`src/rtl/datapath_pkg.sv`:
```
// Shared types for the scalar issue stage: row states, FU row encodings and producer tags.
// Tag wakeup helper is shared by the dispatch path and every row.
package datapath_pkg;

    typedef enum logic [1:0] {
        IDLE = 2'd0,
        WAIT = 2'd1,
        EX   = 2'd2
    } fust_state_t;

    typedef enum logic [1:0] {
        FU_ALU    = 2'd0,
        FU_LD_ST  = 2'd1,
        FU_BRANCH = 2'd2
    } fu_s_t;

    localparam logic [1:0] TAG_READY = 2'd0;
    localparam logic [1:0] TAG_ALU   = 2'd1;
    localparam logic [1:0] TAG_LD    = 2'd2;

    // A tag matching a live, non-ready writeback becomes ready.
    function automatic logic [1:0] wake_tag(input logic [1:0] tag,
                                            input logic       wb_valid,
                                            input logic [1:0] wb_tag);
        logic [1:0] res;
        if (wb_valid && (wb_tag != TAG_READY) && (tag == wb_tag)) begin
            res = TAG_READY;
        end else begin
            res = tag;
        end
        return res;
    endfunction

endpackage

```
`src/rtl/scalar_issue_if.sv`:
```
// Dispatch / writeback / issue / status bundle of the scalar issue stage.
// master drives dispatch, writeback and FU feedback; slave is the issue stage.
interface scalar_issue_if #(
    parameter int NUM_FU = 3,
    parameter int TAG_W  = 2,
    parameter int REG_W  = 5,
    parameter int IMM_W  = 32
);
    logic                    di_en;
    logic [1:0]              di_fu;
    logic [REG_W-1:0]        di_rd;
    logic [REG_W-1:0]        di_rs1;
    logic [REG_W-1:0]        di_rs2;
    logic [IMM_W-1:0]        di_imm;
    logic [TAG_W-1:0]        di_t1;
    logic [TAG_W-1:0]        di_t2;
    logic                    wb_valid;
    logic [TAG_W-1:0]        wb_tag;
    logic                    flush;
    logic [NUM_FU-1:0]       ex_ready;
    logic [NUM_FU-1:0]       fu_done;
    logic                    issue_valid;
    logic [1:0]              issue_fu;
    logic [REG_W-1:0]        issue_rd;
    logic [REG_W-1:0]        issue_rs1;
    logic [REG_W-1:0]        issue_rs2;
    logic [IMM_W-1:0]        issue_imm;
    logic [NUM_FU-1:0]       busy;
    logic [2*NUM_FU-1:0]     row_state;
    logic [TAG_W*NUM_FU-1:0] t1_q;
    logic [TAG_W*NUM_FU-1:0] t2_q;
    logic                    di_err;

    modport master (
        output di_en, di_fu, di_rd, di_rs1, di_rs2, di_imm, di_t1, di_t2,
        output wb_valid, wb_tag, flush, ex_ready, fu_done,
        input  issue_valid, issue_fu, issue_rd, issue_rs1, issue_rs2, issue_imm,
        input  busy, row_state, t1_q, t2_q, di_err
    );

    modport slave (
        input  di_en, di_fu, di_rd, di_rs1, di_rs2, di_imm, di_t1, di_t2,
        input  wb_valid, wb_tag, flush, ex_ready, fu_done,
        output issue_valid, issue_fu, issue_rd, issue_rs1, issue_rs2, issue_imm,
        output busy, row_state, t1_q, t2_q, di_err
    );

endinterface

```
`src/rtl/scalar_issue_fust_row.sv`:
```
// fust_row: one FU status row (IDLE -> WAIT -> EX -> IDLE) holding operands and producer tags.
// Incoming tags are already woken by the parent; stored tags wake here while WAITing.
module fust_row
    import datapath_pkg::*;
#(
    parameter int TAG_W = 2,
    parameter int REG_W = 5,
    parameter int IMM_W = 32
) (
    input  logic             CLK,
    input  logic             nRST,
    input  logic             wr,
    input  logic             grant,
    input  logic             flush,
    input  logic             fu_done,
    input  logic             wb_valid,
    input  logic [TAG_W-1:0] wb_tag,
    input  logic [REG_W-1:0] di_rd,
    input  logic [REG_W-1:0] di_rs1,
    input  logic [REG_W-1:0] di_rs2,
    input  logic [IMM_W-1:0] di_imm,
    input  logic [TAG_W-1:0] di_t1,
    input  logic [TAG_W-1:0] di_t2,
    output fust_state_t      state_q,
    output logic [REG_W-1:0] rd_q,
    output logic [REG_W-1:0] rs1_q,
    output logic [REG_W-1:0] rs2_q,
    output logic [IMM_W-1:0] imm_q,
    output logic [TAG_W-1:0] t1_q,
    output logic [TAG_W-1:0] t2_q,
    output logic             ready,
    output logic             reject
);
    fust_state_t      state_d;
    logic [REG_W-1:0] rd_d, rs1_d, rs2_d;
    logic [IMM_W-1:0] imm_d;
    logic [TAG_W-1:0] t1_d, t2_d;

    assign ready  = (state_q == WAIT) && (t1_q == TAG_READY) && (t2_q == TAG_READY);
    assign reject = wr && (state_q != IDLE);

    // Next-state and capture/wakeup logic for this row.
    always_comb begin
        state_d = state_q;
        rd_d    = rd_q;
        rs1_d   = rs1_q;
        rs2_d   = rs2_q;
        imm_d   = imm_q;
        t1_d    = t1_q;
        t2_d    = t2_q;
        case (state_q)
            IDLE: begin
                if (wr) begin
                    rd_d    = di_rd;
                    rs1_d   = di_rs1;
                    rs2_d   = di_rs2;
                    imm_d   = di_imm;
                    t1_d    = di_t1;
                    t2_d    = di_t2;
                    state_d = grant ? EX : WAIT;
                end else begin
                    state_d = IDLE;
                end
            end
            WAIT: begin
                t1_d = wake_tag(t1_q, wb_valid, wb_tag);
                t2_d = wake_tag(t2_q, wb_valid, wb_tag);
                if (flush) begin
                    state_d = IDLE;
                end else if (grant) begin
                    state_d = EX;
                end else begin
                    state_d = WAIT;
                end
            end
            EX: begin
                if (fu_done) begin
                    state_d = IDLE;
                end else begin
                    state_d = EX;
                end
            end
            default: state_d = IDLE;
        endcase
    end

    // Row registers; reset drops the row whatever state it is in.
    always_ff @(posedge CLK or negedge nRST) begin
        if (!nRST) begin
            state_q <= IDLE;
            rd_q    <= '0;
            rs1_q   <= '0;
            rs2_q   <= '0;
            imm_q   <= '0;
            t1_q    <= '0;
            t2_q    <= '0;
        end else begin
            state_q <= state_d;
            rd_q    <= rd_d;
            rs1_q   <= rs1_d;
            rs2_q   <= rs2_d;
            imm_q   <= imm_d;
            t1_q    <= t1_d;
            t2_q    <= t2_d;
        end
    end

endmodule

```
`src/rtl/scalar_issue.sv`:
```
// scalar_issue: NUM_FU fust_row entries plus a fixed-priority (row 0 first) single-issue arbiter.
// Optional macro SCALAR_ISSUE_BYPASS_EN lets a ready dispatch issue in its own cycle.
module scalar_issue
    import datapath_pkg::*;
#(
    parameter int NUM_FU = 3,
    parameter int TAG_W  = 2,
    parameter int REG_W  = 5,
    parameter int IMM_W  = 32
) (
    input  logic          CLK,
    input  logic          nRST,
    scalar_issue_if.slave bus
);
    logic [TAG_W-1:0]    di_t1_eff_s, di_t2_eff_s;
    logic [NUM_FU-1:0]   row_wr_s, row_ready_s, row_rej_s, elig_s, byp_s, cand_s, grant_s;
    fust_state_t         row_state_s [NUM_FU];
    logic [REG_W-1:0]    row_rd_s    [NUM_FU];
    logic [REG_W-1:0]    row_rs1_s   [NUM_FU];
    logic [REG_W-1:0]    row_rs2_s   [NUM_FU];
    logic [IMM_W-1:0]    row_imm_s   [NUM_FU];
    logic [TAG_W-1:0]    row_t1_s    [NUM_FU];
    logic [TAG_W-1:0]    row_t2_s    [NUM_FU];
    logic                found_s;
    logic [1:0]          issue_fu_s;
    logic [REG_W-1:0]    issue_rd_s, issue_rs1_s, issue_rs2_s;
    logic [IMM_W-1:0]    issue_imm_s;
    logic [NUM_FU-1:0]   busy_s;
    logic [2*NUM_FU-1:0] row_state_pk_s;
    logic [TAG_W*NUM_FU-1:0] t1_pk_s, t2_pk_s;
    logic                di_err_d, di_err_q;

    // A writeback landing with the dispatch is folded into the captured tags.
    assign di_t1_eff_s = wake_tag(bus.di_t1, bus.wb_valid, bus.wb_tag);
    assign di_t2_eff_s = wake_tag(bus.di_t2, bus.wb_valid, bus.wb_tag);

    for (genvar g = 0; g < NUM_FU; g++) begin : g_row
        assign row_wr_s[g] = bus.di_en && !bus.flush && (bus.di_fu == 2'(g));
        assign elig_s[g]   = row_ready_s[g] && bus.ex_ready[g];
`ifdef SCALAR_ISSUE_BYPASS_EN
        assign byp_s[g] = row_wr_s[g] && (row_state_s[g] == IDLE) &&
                          (di_t1_eff_s == TAG_READY) && (di_t2_eff_s == TAG_READY) &&
                          bus.ex_ready[g];
`else
        assign byp_s[g] = 1'b0;
`endif

        fust_row #(.TAG_W(TAG_W), .REG_W(REG_W), .IMM_W(IMM_W)) u_row (
            .CLK      (CLK),
            .nRST     (nRST),
            .wr       (row_wr_s[g]),
            .grant    (grant_s[g]),
            .flush    (bus.flush),
            .fu_done  (bus.fu_done[g]),
            .wb_valid (bus.wb_valid),
            .wb_tag   (bus.wb_tag),
            .di_rd    (bus.di_rd),
            .di_rs1   (bus.di_rs1),
            .di_rs2   (bus.di_rs2),
            .di_imm   (bus.di_imm),
            .di_t1    (di_t1_eff_s),
            .di_t2    (di_t2_eff_s),
            .state_q  (row_state_s[g]),
            .rd_q     (row_rd_s[g]),
            .rs1_q    (row_rs1_s[g]),
            .rs2_q    (row_rs2_s[g]),
            .imm_q    (row_imm_s[g]),
            .t1_q     (row_t1_s[g]),
            .t2_q     (row_t2_s[g]),
            .ready    (row_ready_s[g]),
            .reject   (row_rej_s[g])
        );
    end

    // Single-issue arbiter: lowest row wins; a bypassing row issues the dispatch fields.
    always_comb begin
        found_s     = 1'b0;
        cand_s      = '0;
        grant_s     = '0;
        issue_fu_s  = 2'd0;
        issue_rd_s  = '0;
        issue_rs1_s = '0;
        issue_rs2_s = '0;
        issue_imm_s = '0;
        for (int i = 0; i < NUM_FU; i++) begin
            cand_s[i]   = (elig_s[i] | byp_s[i]) & ~bus.flush & nRST;
            grant_s[i]  = cand_s[i] & ~found_s;
            found_s     = found_s | cand_s[i];
            issue_fu_s  = issue_fu_s | (grant_s[i] ? 2'(i) : 2'd0);
            issue_rd_s  = issue_rd_s  | ({REG_W{grant_s[i]}} & (byp_s[i] ? bus.di_rd  : row_rd_s[i]));
            issue_rs1_s = issue_rs1_s | ({REG_W{grant_s[i]}} & (byp_s[i] ? bus.di_rs1 : row_rs1_s[i]));
            issue_rs2_s = issue_rs2_s | ({REG_W{grant_s[i]}} & (byp_s[i] ? bus.di_rs2 : row_rs2_s[i]));
            issue_imm_s = issue_imm_s | ({IMM_W{grant_s[i]}} & (byp_s[i] ? bus.di_imm : row_imm_s[i]));
        end
    end

    // Pack per-row registered status onto the flat status buses.
    always_comb begin
        busy_s         = '0;
        row_state_pk_s = '0;
        t1_pk_s        = '0;
        t2_pk_s        = '0;
        for (int i = 0; i < NUM_FU; i++) begin
            busy_s[i]                   = (row_state_s[i] != IDLE);
            row_state_pk_s[2*i +: 2]    = row_state_s[i];
            t1_pk_s[TAG_W*i +: TAG_W]   = row_t1_s[i];
            t2_pk_s[TAG_W*i +: TAG_W]   = row_t2_s[i];
        end
    end

    assign di_err_d = |row_rej_s;

    // Rejected-dispatch flag, visible for exactly the cycle after the attempt.
    always_ff @(posedge CLK or negedge nRST) begin
        if (!nRST) begin
            di_err_q <= 1'b0;
        end else begin
            di_err_q <= di_err_d;
        end
    end

    assign bus.issue_valid = found_s;
    assign bus.issue_fu    = issue_fu_s;
    assign bus.issue_rd    = issue_rd_s;
    assign bus.issue_rs1   = issue_rs1_s;
    assign bus.issue_rs2   = issue_rs2_s;
    assign bus.issue_imm   = issue_imm_s;
    assign bus.busy        = busy_s;
    assign bus.row_state   = row_state_pk_s;
    assign bus.t1_q        = t1_pk_s;
    assign bus.t2_q        = t2_pk_s;
    assign bus.di_err      = di_err_q;

endmodule

```
`src/flat_wrapper.sv`:
```
// flat-port wrapper written by rule: the top's interface ports become plain ports
module scalar_issue_flat import datapath_pkg::*;
#(
    parameter int NUM_FU = 3,
    parameter int TAG_W  = 2,
    parameter int REG_W  = 5,
    parameter int IMM_W  = 32
)
  (CLK, nRST, bus_di_en, bus_di_fu, bus_di_rd, bus_di_rs1, bus_di_rs2, bus_di_imm, bus_di_t1, bus_di_t2, bus_wb_valid, bus_wb_tag, bus_flush, bus_ex_ready, bus_fu_done, bus_issue_valid, bus_issue_fu, bus_issue_rd, bus_issue_rs1, bus_issue_rs2, bus_issue_imm, bus_busy, bus_row_state, bus_t1_q, bus_t2_q, bus_di_err);
  scalar_issue_if #(.NUM_FU(NUM_FU), .TAG_W(TAG_W), .REG_W(REG_W), .IMM_W(IMM_W)) bus_i ();
  input  logic CLK;
  input  logic nRST;
  input wire logic [$bits(bus_i.di_en)-1:0] bus_di_en;
  input wire logic [$bits(bus_i.di_fu)-1:0] bus_di_fu;
  input wire logic [$bits(bus_i.di_rd)-1:0] bus_di_rd;
  input wire logic [$bits(bus_i.di_rs1)-1:0] bus_di_rs1;
  input wire logic [$bits(bus_i.di_rs2)-1:0] bus_di_rs2;
  input wire logic [$bits(bus_i.di_imm)-1:0] bus_di_imm;
  input wire logic [$bits(bus_i.di_t1)-1:0] bus_di_t1;
  input wire logic [$bits(bus_i.di_t2)-1:0] bus_di_t2;
  input wire logic [$bits(bus_i.wb_valid)-1:0] bus_wb_valid;
  input wire logic [$bits(bus_i.wb_tag)-1:0] bus_wb_tag;
  input wire logic [$bits(bus_i.flush)-1:0] bus_flush;
  input wire logic [$bits(bus_i.ex_ready)-1:0] bus_ex_ready;
  input wire logic [$bits(bus_i.fu_done)-1:0] bus_fu_done;
  output wire logic [$bits(bus_i.issue_valid)-1:0] bus_issue_valid;
  output wire logic [$bits(bus_i.issue_fu)-1:0] bus_issue_fu;
  output wire logic [$bits(bus_i.issue_rd)-1:0] bus_issue_rd;
  output wire logic [$bits(bus_i.issue_rs1)-1:0] bus_issue_rs1;
  output wire logic [$bits(bus_i.issue_rs2)-1:0] bus_issue_rs2;
  output wire logic [$bits(bus_i.issue_imm)-1:0] bus_issue_imm;
  output wire logic [$bits(bus_i.busy)-1:0] bus_busy;
  output wire logic [$bits(bus_i.row_state)-1:0] bus_row_state;
  output wire logic [$bits(bus_i.t1_q)-1:0] bus_t1_q;
  output wire logic [$bits(bus_i.t2_q)-1:0] bus_t2_q;
  output wire logic [$bits(bus_i.di_err)-1:0] bus_di_err;
  assign bus_i.di_en = bus_di_en;
  assign bus_i.di_fu = bus_di_fu;
  assign bus_i.di_rd = bus_di_rd;
  assign bus_i.di_rs1 = bus_di_rs1;
  assign bus_i.di_rs2 = bus_di_rs2;
  assign bus_i.di_imm = bus_di_imm;
  assign bus_i.di_t1 = bus_di_t1;
  assign bus_i.di_t2 = bus_di_t2;
  assign bus_i.wb_valid = bus_wb_valid;
  assign bus_i.wb_tag = bus_wb_tag;
  assign bus_i.flush = bus_flush;
  assign bus_i.ex_ready = bus_ex_ready;
  assign bus_i.fu_done = bus_fu_done;
  assign bus_issue_valid = bus_i.issue_valid;
  assign bus_issue_fu = bus_i.issue_fu;
  assign bus_issue_rd = bus_i.issue_rd;
  assign bus_issue_rs1 = bus_i.issue_rs1;
  assign bus_issue_rs2 = bus_i.issue_rs2;
  assign bus_issue_imm = bus_i.issue_imm;
  assign bus_busy = bus_i.busy;
  assign bus_row_state = bus_i.row_state;
  assign bus_t1_q = bus_i.t1_q;
  assign bus_t2_q = bus_i.t2_q;
  assign bus_di_err = bus_i.di_err;
  scalar_issue #(.NUM_FU(NUM_FU), .TAG_W(TAG_W), .REG_W(REG_W), .IMM_W(IMM_W)) u_core (.CLK(CLK), .nRST(nRST), .bus(bus_i));
endmodule
```
`config.mk`:
```
export PLATFORM = sky130hd
export DESIGN_NAME = scalar_issue_flat
export DESIGN_NICKNAME = d
export VERILOG_FILES = /design/src/rtl/datapath_pkg.sv /design/src/rtl/scalar_issue_if.sv /design/src/rtl/scalar_issue_fust_row.sv /design/src/rtl/scalar_issue.sv /design/src/flat_wrapper.sv
export SDC_FILE = /design/constraint.sdc
export NUM_CORES = 1
export LEC_CHECK = 0
export BUFFER_PORTS_ARGS = -buffer_cell sky130_fd_sc_hd__buf_2
export CORE_MARGIN = 2
export CORE_UTILIZATION = 41
export DETAILED_ROUTE_END_ITERATION = 6
export GPL_TIMING_DRIVEN = 0
export PLACE_DENSITY = 0.61
export SYNTH_ARGS = -nofsm -noshare
export SYNTH_HDL_FRONTEND = slang
export SYNTH_HIERARCHICAL = 1
export SYNTH_SLANG_ARGS = --single-unit
```
`constraint.sdc`:
```
create_clock -name CLK -period 2.2 [get_ports CLK]
set_input_delay 0.22 -clock CLK [delete_from_list [all_inputs] [get_ports CLK]]
set_output_delay 0.22 -clock CLK [all_outputs]
set_load 0.02 [all_outputs]
```
==> results of run 1 <==
registers in the layout, indices dropped and copies added (netlist names):
name / count
u_core/g_row.u_row/imm_q: 96
u_core/g_row.u_row/rd_q: 15
u_core/g_row.u_row/rs1_q: 15
u_core/g_row.u_row/rs2_q: 15
u_core/g_row.u_row/state_q: 6
u_core/g_row.u_row/t1_q: 6
u_core/g_row.u_row/t2_q: 6
u_core/bus.di_err: 1
worst min path at each step:
stage / from / to / slack [ns] / cells past startpoint
after floorplan: nRST / u_core/bus.di_err / -0.08 / 0
final: bus_di_imm[11] / u_core/g_row[2].u_row/imm_q[11] / 0.04 / 2
after detailed placement: nRST / u_core/g_row[1].u_row/imm_q[8] / 0.25 / 1
after CTS: bus_di_imm[11] / u_core/g_row[2].u_row/imm_q[11] / 0.02 / 2
after global placement: bus_di_imm[8] / u_core/g_row[1].u_row/imm_q[8] / 0.46 / 2
after global routing: bus_di_imm[6] / u_core/g_row[0].u_row/imm_q[6] / 0.05 / 2
cells by family (layout without fill, tap and decap cells):
family | Yosys count | in the layout | share of synthesized area [%]
flops | 160 | 160 | 50.51
mux | 147 | 147 | 23.67
simple gates | 105 | 105 | 8.570
compound gates | 91 | 91 | 10.13
buf+inv | 57 | 258 | 5.350
xor+xnor | 16 | 16 | 1.768
synthesized netlist by cell type (all sizes together), types with 4 or more instances:
master  number
a211o       12
a221o       47
a32oi       12
and2        47
buf         35
clkbuf       4
dfrtp      160
inv         18
mux2       144
nand2        8
nand2b       4
nand3       12
nor2         9
nor2b        6
nor3b        4
o21a         4
o21ai       12
xnor2       12
xor2         4
worst register-to-register path: cells and delay by family (launching register included):
kind / cells / cell delay, ns
muxes: 1 / 0.25
AOI/OAI and AO/OA: 1 / 0.11
buffers and inverters: 5 / 0.64
DFF: 1 / 0.39
and+or+nand+nor: 5 / 0.63
power groups by stage:
stage	clock [W]	combinational, W	sequential, W
detailed placement	0	0.00121	0.00399
CTS	0.00293	0.00128	0.00393
floorplan	0	0.000879	0.00390
global route	0.00305	0.00138	0.00401
global placement	0	0.00114	0.00393
finish	0.00286	0.00127	0.00393
cell type report:
class / count / area, um2 / area share, %
sequential: 160 / 4006 / 39.11
timing repair buffer: 169 / 1289 / 12.58
clock buffer: 21 / 470.5 / 4.593
tap: 260 / 325.3 / 3.176
clock inverter: 11 / 105.1 / 1.026
buffer: 39 / 431.7 / 4.214
inverter: 18 / 67.56 / 0.6596
multi-input combinational: 359 / 3548 / 34.64
layer usage:
layer / track usage, % / share of wire [%] / up-vias
met5: 0 / 0.055 / -
met4: 6.722 / 1.4 / 2
met3: 4.292 / 4.8 / 23
met2: 34.32 / 51 / 153
met1: 25.54 / 43 / 2796
li1: - / - / 2504
metrics by stage:
| stage | hold slack, ns | setup TNS (ns) | setup slack (ns) | util [%] | cell area (um2) |
|---|---|---|---|---|---|
| floorplan | -0.07559 | 0 | 0.1226 | - | 7929 |
| global placement | 0.4611 | -357.81 | -2.451 | 47.48 | 8940 |
| detailed placement | 0.2490 | -16.27 | -0.2944 | 47.65 | 8974 |
| CTS | 0.02113 | -17.30 | -0.4092 | 54.30 | 10220 |
| global route | 0.04504 | -21.28 | -0.4751 | 54.40 | 10240 |
| finish | 0.04406 | -17.15 | -0.3948 | 54.40 | 10240 |
timing repair:
| action | 4_1_cts | 5_1_grt |
|---|---|---|
| setup endpoints to repair | 52 | 50 |
| buffers inserted | 28 | 2 |
| hold buffers | 2 | 0 |
| pin swaps | 33 | 25 |
| gates resized for setup | 132 | 6 |
| hold endpoints to repair | 55 | 0 |
==> summary.md, run 1 <==
| Metric | Value |
|---|---|
| CP Launch Point | u_core/g_row[0].u_row/state_q[1] |
| Rows | 50 |
| WS Path Type | reg2out |
| Sw Pwr | 0.002033 W |
| DRT antenna net count | 0 |
| Total via count in the routed design | 5478 |
| Ys async rst share | 100.0% |
| Ys flop type | dfrtp_1 |
| Synth area leaders | dfrtp_1, mux2_4, mux2_2 |
| Maximum VDD drop | 0.0004464 V |
| Clk_skew | 0.009209 ns |
| Clk sinks | 160 |
| DRC | 0 |
| Cell Chain, Critical Path | buf_6, nand2b_4, nor2_4, nand2_2, nor4bb_4, buf_4, buf_8, buf_8, a221o_1, buf_6 |
| Routability Congestion | 0.8380 |
| Sw Ratio | 25.21% |
| H-tree depth | 4 |
| Detailed Route WL | 20080 um |
| CP delay by family, top | buffers and inverters |
| Final min period | 2.595 ns |
| Synthesis warning total | 6 |
| Post-synth EDFFs | 0 |
| Crit-path max FO | 10 |
| Startpoint types | flop |
| R2R Setup Slk | 0.08 ns |
| Wire per inst | 19.36 um |
| Comb power frac | 15.8% |
| Setup ws final | -0.3948 ns |
| Lkg Pwr | 4.724 nW |
| IO Pins | 138 |
| F_max | 385.4 MHz |
| Layout Cells excl Fill | 1037 |
| Fin. Hold Viols | 0 |
| PnR Total Power | 0.008065 W |
| Starting Density | 42.10% |
| Buf/Inv on CP | 5 |
| Overflow after GRT | 0 |
| Mean Syn Cell Area | 13.76 um2 |
| Post-synthesis sequential area ratio | 50.51% |
| Fillers | 1594 |
| Status | finished, violations left |
| Crit path capture | bus_issue_imm[21] |
| Synthesis-stage register bit count | 160 |
| Initial antenna violation count | 1 |
| Part of the power in registers | 48.8% |
| Library cells used by synthesis | 37 |
| Cells after Synth | 576 |
| Max stage delay on crit path | 0.40 ns |
| Area leader, netlist | dfrtp_1 |
| Core area | 18830 um2 |
| Port Buf Inserts | 137 |
| Pwr Density | 787.3 nW/um2 |
| Largest net degree at the start of global routing | 106 |
| Diodes inserted | 0 |
| Mapped Nets | 642 |
| HP Class | in2reg |
| Post-placement cell count | 974 |
| CTS tree | yes |
| R2R Path Start | u_core/g_row[2].u_row/state_q[1] |
| Share of layout cells above drive strength 1 | 49.29% |
| Slew margin rel. | 57.93% |
| Full die area | 20460 um2 |
| Setup violators final | 48 |
| Worst-Skew Late Latency | 0.42 ns |
| Max-cap viol count | 0 |
| Initial DRC count | 217 |
| CTS Buffer Depth | 2 |
| WP data arrival | 2.37 ns |
| First-pass GRT wire length | 31660 um |
| Slowest CP cell | dfrtp_1 |
| 1st-pass router iterations | 5 |
| Most common cell after layout, fill and taps aside | dfrtp_1 |
| Chip width | 143.1 um |
| Worst Path Required | 1.98 ns |
| Vias in the first global route | 5878 |
| Die Y | 143.1 um |
| Worst setup EP type | primary output |
| RSZ-0062 raised after global routing | yes |
| Power share of the clock group | 35.4% |
| Root buf cell | clkbuf_16 |
| Layout Nets | 830 |
| Period utilization | 117.9% |
| Via density | 5.283 |
| Post-Syn Area | 7928 um2 |
| Reg clk slew, reported paths | 0.06 ns |
| Commonest cells after routing, fill and taps aside | dfrtp_1, buf_2, buf_6 |
| Pint | 0.006032 W |
| Slew Limit Fails | 0 |
| Failing checks | setup timing |
| Slew @ Worst Pin | 0.6303 ns |
| Total GRT Usage | 20.16% |
| Crit Reg-Reg Endpoint | u_core/g_row[2].u_row/state_q[1] |
| Area fraction of the dominant cell type after synthesis | 50.51% |
| DP HPWL | 13290 um |
| Layout area overhead | 29.21% |
| Cell depth of the worst setup path | 10 |
| TritonCTS Buffers | 17 |
| R2r worst-path depth | 12 |
(Power assumes the default switching activity.)
==> run 2, diff against run 1 <==
--- a/config.mk
+++ b/config.mk
@@ -5,12 +5,12 @@
 export SDC_FILE = /design/constraint.sdc
 export NUM_CORES = 1
 export LEC_CHECK = 0
-export BUFFER_PORTS_ARGS = -buffer_cell sky130_fd_sc_hd__buf_2
+export BUFFER_PORTS_ARGS = -buffer_cell sky130_fd_sc_hd__buf_4
 export CORE_MARGIN = 2
 export CORE_UTILIZATION = 41
+export CTS_BUF_LIST = sky130_fd_sc_hd__clkbuf_4 sky130_fd_sc_hd__clkbuf_8 sky130_fd_sc_hd__clkbuf_16
 export DETAILED_ROUTE_END_ITERATION = 6
 export GPL_TIMING_DRIVEN = 0
-export PLACE_DENSITY = 0.61
 export SYNTH_ARGS = -nofsm -noshare
 export SYNTH_HDL_FRONTEND = slang
 export SYNTH_HIERARCHICAL = 1
==> summary.md, run 2 (synthesis results as in run 1) <==
| Metric | Value |
|---|---|
| Port Buf Inserts | 137 (unchanged) |
| Chip width | 143.1 um (unchanged) |
| IO Pins | 138 (unchanged) |
| Slew @ Worst Pin | 0.6636 ns (was 0.6303 ns) |
| Reg clk slew, reported paths | 0.07 ns (was 0.06 ns) |
| Hold path depth | 2 (unchanged) |
| Met1 Use GR | 28.10% (was 25.54%) |
| Crit-path max FO | 11 (was 10) |
| Overflow after GRT | 0 (unchanged) |
| Final min period | 2.500 ns (was 2.595 ns) |
| Fillers | 1508 (was 1594) |
| Pre-CTS WS | -0.5798 ns (was -0.2944 ns) |
| Core area | 18830 um2 (unchanged) |
| Met3 Resource Use GR | 4.661% (was 4.292%) |
| Setup violators final | 49 (was 48) |
| Starting Density | 42.10% (unchanged) |
| R2R Path Start | u_core/g_row[2].u_row/t1_q[0] (was u_core/g_row[2].u_row/state_q[1]) |
| R2R Setup Slk | 0 ns (was 0.08 ns) |
| Wire per inst | 19.85 um (was 19.36 um) |
| Met2 Track Usage GR | 36.82% (was 34.32%) |
| Max reg flops | 96 (unchanged) |
| TritonCTS Buffers | 17 (unchanged) |
| Worst-Skew Late Latency | 0.42 ns (about the same) |
| Share of layout cells above drive strength 1 | 51.68% (was 49.29%) |
| Hold Path Origin | bus_di_imm[8] (was bus_di_imm[11]) |
| R2r worst-path depth | 11 (was 12) |
| Worst setup EP type | primary output (unchanged) |
| CTS tree | yes (unchanged) |
| DRT antenna net count | 0 (unchanged) |
| Lkg Pwr | 4.998 nW (was 4.724 nW) |
| Full die area | 20460 um2 (unchanged) |
| Most common cell after layout, fill and taps aside | dfrtp_1 (unchanged) |
| Buf/Inv on CP | 4 (was 5) |
| Clk sinks | 160 (unchanged) |
| F_max | 400.0 MHz (was 385.4 MHz) |
| Die Y | 143.1 um (unchanged) |
| CP delay by family, top | buffers and inverters (unchanged) |
| 1st-pass router iterations | 4 (was 5) |
| Initial antenna violation count | 0 (was 1) |
| Cell Chain, Critical Path | buf_6, nand2b_4, nor2_2, nand2_2, nor4bb_4, buf_4, buf_12, a221o_1, buf_6 (was buf_6, nand2b_4, nor2_4, nand2_2, nor4bb_4, buf_4, buf_8, buf_8, a221o_1, buf_6) |
| Top reg by flops | u_core/g_row.u_row/imm_q (unchanged) |
| Layout area overhead | 36.68% (was 29.21%) |
| Routability Congestion | 0.8282 (was 0.8380) |
| Largest net degree at the start of global routing | 56 (was 106) |
| Via density | 5.310 (was 5.283) |
| Status | finished, violations left (unchanged) |
| DRC | 0 (unchanged) |
| Clk_skew | 0.01361 ns (was 0.009209 ns) |
| RSZ-0062 raised after global routing | yes (unchanged) |
| Worst hold endpoint | u_core/g_row[2].u_row/imm_q[8] (was u_core/g_row[2].u_row/imm_q[11]) |
| Vias in the first global route | 6078 (was 5878) |
| Slowest CP cell | dfrtp_1 (unchanged) |
| Max-cap viol count | 0 (unchanged) |
| WS Path Type | reg2out (unchanged) |
| CTS Buffer Depth | 2 (unchanged) |
| Initial DRC count | 273 (was 217) |
| Total GRT Usage | 21.53% (was 20.16%) |
| Layout Nets | 856 (was 830) |
| Pwr Density | 775.8 nW/um2 (was 787.3 nW/um2) |
| HP Class | in2reg (unchanged) |
| Total via count in the routed design | 5644 (was 5478) |
| Crit Reg-Reg Endpoint | u_core/g_row[2].u_row/state_q[1] (unchanged) |
| WP data arrival | 2.28 ns (was 2.37 ns) |
| Period utilization | 113.6% (was 117.9%) |
| Maximum VDD drop | 0.0005032 V (was 0.0004464 V) |
| Fin. Hold Viols | 0 (unchanged) |
| GRT Max-Usage Layer | met2 (unchanged) |
| Commonest cells after routing, fill and taps aside | dfrtp_1, buf_4, buf_6 (was dfrtp_1, buf_2, buf_6) |
| Post-placement cell count | 974 (unchanged) |
| First-pass GRT wire length | 33670 um (was 31660 um) |
| DP HPWL | 13560 um (was 13290 um) |
| Failing checks | setup timing (unchanged) |
| Root buf cell | clkbuf_16 (unchanged) |
| Layout Cells excl Fill | 1063 (was 1037) |
| Startpoint types | flop (unchanged) |
| Crit-path most repeated cell | buf_6 |
| Slew Limit Fails | 0 (unchanged) |
| Max stage delay on crit path | 0.39 ns (was 0.40 ns) |
| H-tree depth | 4 (unchanged) |
| Setup ws final | -0.3001 ns (was -0.3948 ns) |
| Slew margin rel. | 55.71% (was 57.93%) |
| Diodes inserted | 0 (unchanged) |
| Worst Path Required | 1.98 ns (about the same) |
| Detailed Route WL | 21100 um (was 20080 um) |
| Rows | 50 (unchanged) |
run 2: changes by cell type in the layout (fill, tap and decap cells not counted), moves of 3 or more:
cell        delta
buf_4        +101
inv_6          +3
dfrtp_2        +4
buf_2         -89
buf_6         +10
clkinvlp_4     -3
dfrtp_1        -4
run 2: where the power goes:
part | total, W | switching, W | internal (W)
registers | 0.00394 | 0.000355 | 0.00359
logic | 0.00138 | 0.000499 | 0.000882
clock network | 0.00308 | 0.00125 | 0.00184
run 2: area by class of cell:
cell class	count	area, um2	area share [%]
repair buffers	197	1839	16.97
multi-input cells	359	3561	32.86
inverters	18	67.56	0.6236
plain buffers	37	414.1	3.822
clock buffers	18	439.2	4.053
flip-flops and latches	160	4011	37.02
well taps	260	325.3	3.002
clock inverters	14	177.7	1.640
run 2: worst reg2reg max path: cells and delay by family (launching register included):
family	cells	cell delay, ns
simple gates	5	0.75
buf+inv	4	0.56
flops	1	0.41
mux	1	0.27
compound gates	1	0.11
run 2: timing repair:
action | in CTS | in global routing
endpoints found under the setup margin | 52 | 51
hold endpoints to repair | 55 | 0
gates cloned | 5 | 0
pin swaps | 56 | 15
hold buffers | 6 | 0
resized for setup | 102 | 11
setup buffers | 39 | 15
run 2: layer usage:
| metal | wire length (um) | vias up |
|---|---|---|
| met3 | 915 | 18 |
| met4 | 202 | 0 |
| met5 | 0 | - |
| li1 | - | 2554 |
| met2 | 10700 | 149 |
| met1 | 9281 | 2923 |
run 2: how the worst max path moves through the flow:
stage,depth (start not counted),endpoint,startpoint
6_report,9,bus_issue_rd[0],u_core/g_row[1].u_row/state_q[1]
4_1_cts,10,bus_issue_imm[27],u_core/g_row[2].u_row/state_q[1]
5_1_grt,9,bus_issue_rd[0],u_core/g_row[2].u_row/t1_q[1]
2_1_floorplan,9,u_core/g_row[2].u_row/state_q[1],u_core/g_row[2].u_row/state_q[1]
3_5_place_dp,8,bus_issue_rs2[0],nRST
3_3_place_gp,6,bus_issue_rs1[2],nRST
run 2: metrics by stage:
step	hold WS, ns	TNS [ns]	cell area, um2	power (W)	util, %
3_5_place_dp	0.1772	-29.01	9318	0.005257	49.48
4_1_cts	0.02066	-14.69	10800	0.008461	57.36
3_3_place_gp	0.4540	-64.45	9283	0.005129	49.30
6_report	0.03202	-12.45	10840	0.008406	57.54
5_1_grt	0.01476	-18.08	10840	0.008817	57.54
2_1_floorplan	-0.07559	0	7929	0.004777	-
==> run 3, diff against run 2 <==
--- a/config.mk
+++ b/config.mk
@@ -6,7 +6,6 @@
 export NUM_CORES = 1
 export LEC_CHECK = 0
 export BUFFER_PORTS_ARGS = -buffer_cell sky130_fd_sc_hd__buf_4
-export CORE_MARGIN = 2
 export CORE_UTILIZATION = 41
 export CTS_BUF_LIST = sky130_fd_sc_hd__clkbuf_4 sky130_fd_sc_hd__clkbuf_8 sky130_fd_sc_hd__clkbuf_16
 export DETAILED_ROUTE_END_ITERATION = 6
==> summary.md, run 3 (synthesis results as in run 1) <==
| Metric | Value |
|---|---|
| Worst Path Required | 1.98 ns (about the same) |
| Maximum VDD drop | 0.0004660 V (was 0.0005032 V) |
| Setup_tns | -14.05 ns (was -12.45 ns) |
| Comb power frac | 16.4% (about the same) |
| DRT antenna net count | 0 (unchanged) |
| Rows | 50 (unchanged) |
| Wire per inst | 19.17 um (was 19.85 um) |
| Most common cell after layout, fill and taps aside | dfrtp_1 (unchanged) |
| Max stage delay on crit path | 0.40 ns (was 0.39 ns) |
| Via density | 5.319 (was 5.310) |
| Worst hold endpoint | u_core/g_row[0].u_row/imm_q[12] (was u_core/g_row[2].u_row/imm_q[8]) |
| Failing checks | setup timing (unchanged) |
| Slew @ Worst Pin | 0.6553 ns (was 0.6636 ns) |
| Hold Path Origin | bus_di_imm[12] (was bus_di_imm[8]) |
| Commonest cells after routing, fill and taps aside | dfrtp_1, buf_4, buf_6 (unchanged) |
| Starting Density | 42.10% (unchanged) |
| Full die area | 19900 um2 (was 20460 um2) |
| Routability Congestion | 0.8467 (was 0.8282) |
| RSZ-0062 raised after global routing | yes (unchanged) |
| Hold path depth | 2 (unchanged) |
| WS Path Type | reg2out (unchanged) |
| Startpoint types | flop (unchanged) |
| Core Util, Final | 56.63% (was 57.54%) |
| Area of the multi-input gates | 3586 um2 (was 3561 um2) |
| HP Class | in2reg (unchanged) |
| H-tree depth | 4 (unchanged) |
| Period utilization | 116.3% (was 113.6%) |
| Share of layout cells above drive strength 1 | 51.21% (was 51.68%) |
| Die Y | 141.1 um (was 143.1 um) |
| Layout area overhead | 34.52% (was 36.68%) |
| CP delay by family, top | buffers and inverters (unchanged) |
| Port Buf Inserts | 137 (unchanged) |
| Layout Nets | 840 (was 856) |
| Crit Reg-Reg Endpoint | u_core/g_row[2].u_row/state_q[1] (unchanged) |
| Total via count in the routed design | 5574 (was 5644) |
| Cell depth of the worst setup path | 10 (was 9) |
| CTS Buffer Depth | 2 (unchanged) |
| TritonCTS Buffers | 17 (unchanged) |
| FF/Latch Area | 4008 um2 (was 4011 um2) |
| First-pass GRT wire length | 31650 um (was 33670 um) |
| Cell Chain, Critical Path | inv_2, nand4_1, nor2_4, nand2_2, nor3b_4, buf_4, buf_12, buf_8, a221o_1, buf_6 (was buf_6, nand2b_4, nor2_2, nand2_2, nor4bb_4, buf_4, buf_12, a221o_1, buf_6) |
| R2R Path Start | u_core/g_row[2].u_row/t1_q[1] (was u_core/g_row[2].u_row/t1_q[0]) |
| Root buf cell | clkbuf_16 (unchanged) |
| Lkg Pwr | 4.878 nW (was 4.998 nW) |
| Chip width | 141.1 um (was 143.1 um) |
| Status | finished, violations left (unchanged) |
| Slew margin rel. | 56.27% (was 55.71%) |
| 1st-pass router iterations | 4 (unchanged) |
| Buf/Inv on CP | 5 (was 4) |
| WP data arrival | 2.34 ns (was 2.28 ns) |
| Fin. Hold Viols | 0 (unchanged) |
| Initial antenna violation count | 0 (unchanged) |
| Pre-CTS WS | -0.2506 ns (was -0.5798 ns) |
| Slew Limit Fails | 0 (unchanged) |
| R2r worst-path depth | 12 (was 11) |
| F_max | 391.0 MHz (was 400.0 MHz) |
| Core area | 18830 um2 (unchanged) |
| Max reg flops | 96 (unchanged) |
| Reg clk slew, reported paths | 0.07 ns (about the same) |
| DRC | 0 (unchanged) |
| Sw Pwr | 0.002081 W (was 0.002101 W) |
| Post-placement cell count | 974 (unchanged) |
| R2R Setup Slk | 0 ns (about the same) |
| CTS tree | yes (unchanged) |
| Detailed Route WL | 20090 um (was 21100 um) |
| Pwr Density | 751.3 nW/um2 (was 775.8 nW/um2) |
| Clk sinks | 160 (unchanged) |
| Pint | 0.005931 W (was 0.006305 W) |
| Initial DRC count | 270 (was 273) |
| Part of the power in registers | 49.1% (was 46.9%) |
| DP HPWL | 13050 um (was 13560 um) |
| Sw Ratio | 25.98% (was 24.99%) |
| Overflow after GRT | 0 (unchanged) |
| Largest net degree at the start of global routing | 103 (was 56) |
| Worst-Skew Late Latency | 0.42 ns (about the same) |
| Final min period | 2.558 ns (was 2.500 ns) |
| Setup ws final | -0.3578 ns (was -0.3001 ns) |
| IO Pins | 138 (unchanged) |
| Vias in the first global route | 5812 (was 6078) |
| Clk_skew | 0.008464 ns (was 0.01361 ns) |
| Fillers | 1526 (was 1508) |
| Top reg by flops | u_core/g_row.u_row/imm_q (unchanged) |
| Slowest CP cell | dfrtp_1 (unchanged) |
| Layout Cells excl Fill | 1048 (was 1063) |
| Power share of the clock group | 34.5% (was 36.7%) |
| Worst setup EP type | primary output (unchanged) |
| Crit-path max FO | 7 (was 11) |
| Max-cap viol count | 0 (unchanged) |
| Total GRT Usage | 20.81% (was 21.53%) |
| Setup violators final | 50 (was 49) |
[run 3: how the worst max path moves through the flow]
stage,start,end
6_report,u_core/g_row[0].u_row/t2_q[0],bus_issue_rs1[0]
3_5_place_dp,u_core/g_row[1].u_row/state_q[1],bus_issue_imm[17]
2_1_floorplan,u_core/g_row[2].u_row/state_q[1],u_core/g_row[2].u_row/state_q[1]
4_1_cts,u_core/g_row[2].u_row/state_q[1],bus_issue_rs2[1]
3_3_place_gp,nRST,bus_issue_rs1[1]
5_1_grt,u_core/g_row[2].u_row/t1_q[1],bus_issue_imm[0]
[run 3: layout make-up]
type / instances / area share, %
Clock inverter: 13 / 1.009
Timing Repair Buffer: 181 / 16.00
Tap cell: 260 / 3.051
Antenna cell: 1 / 0.02347
Buffer: 37 / 3.884
Multi-Input combinational cell: 359 / 33.63
Inverter: 18 / 0.6336
Clock buffer: 19 / 4.189
Sequential cell: 160 / 37.58
[run 3: timing repair]
action | CTS | global route
cloned | 1 | 2
hold buffers | 2 | 0
gates resized for setup | 78 | 48
endpoints found under the hold margin | 58 | 0
setup buffers | 28 | 10
endpoints found under the setup margin | 52 | 51
pin swaps | 26 | 34
[run 3: through the flow]
step                      hold slack [ns]  power [W]  instance area, um2
after global routing              0.01653   0.008393               10660
after detailed placement           0.1971   0.005244                9318
after global placement             0.4558   0.005129                9283
after floorplan                  -0.07559   0.004777                7929
after CTS                         0.01670   0.008066               10440
final                             0.03091   0.008012               10660
[run 3: routing by layer]
metal  GRT usage, %  part of all wire [%]  up-vias
li1               -                     -     2524
met1          26.55                    45     2861
met2          34.12                    47      158
met3          5.503                   5.3       31
met4          7.380                   2.3        0
met5              0                     0        -
[run 3: power by group through the flow]
stage,logic (W),registers (W),clock network [W]
global placement,0.00119,0.00394,0
floorplan,0.000879,0.00390,0
global route,0.00143,0.00401,0.00295
CTS,0.00132,0.00392,0.00282
detailed placement,0.00126,0.00399,0
finish,0.00132,0.00393,0.00276
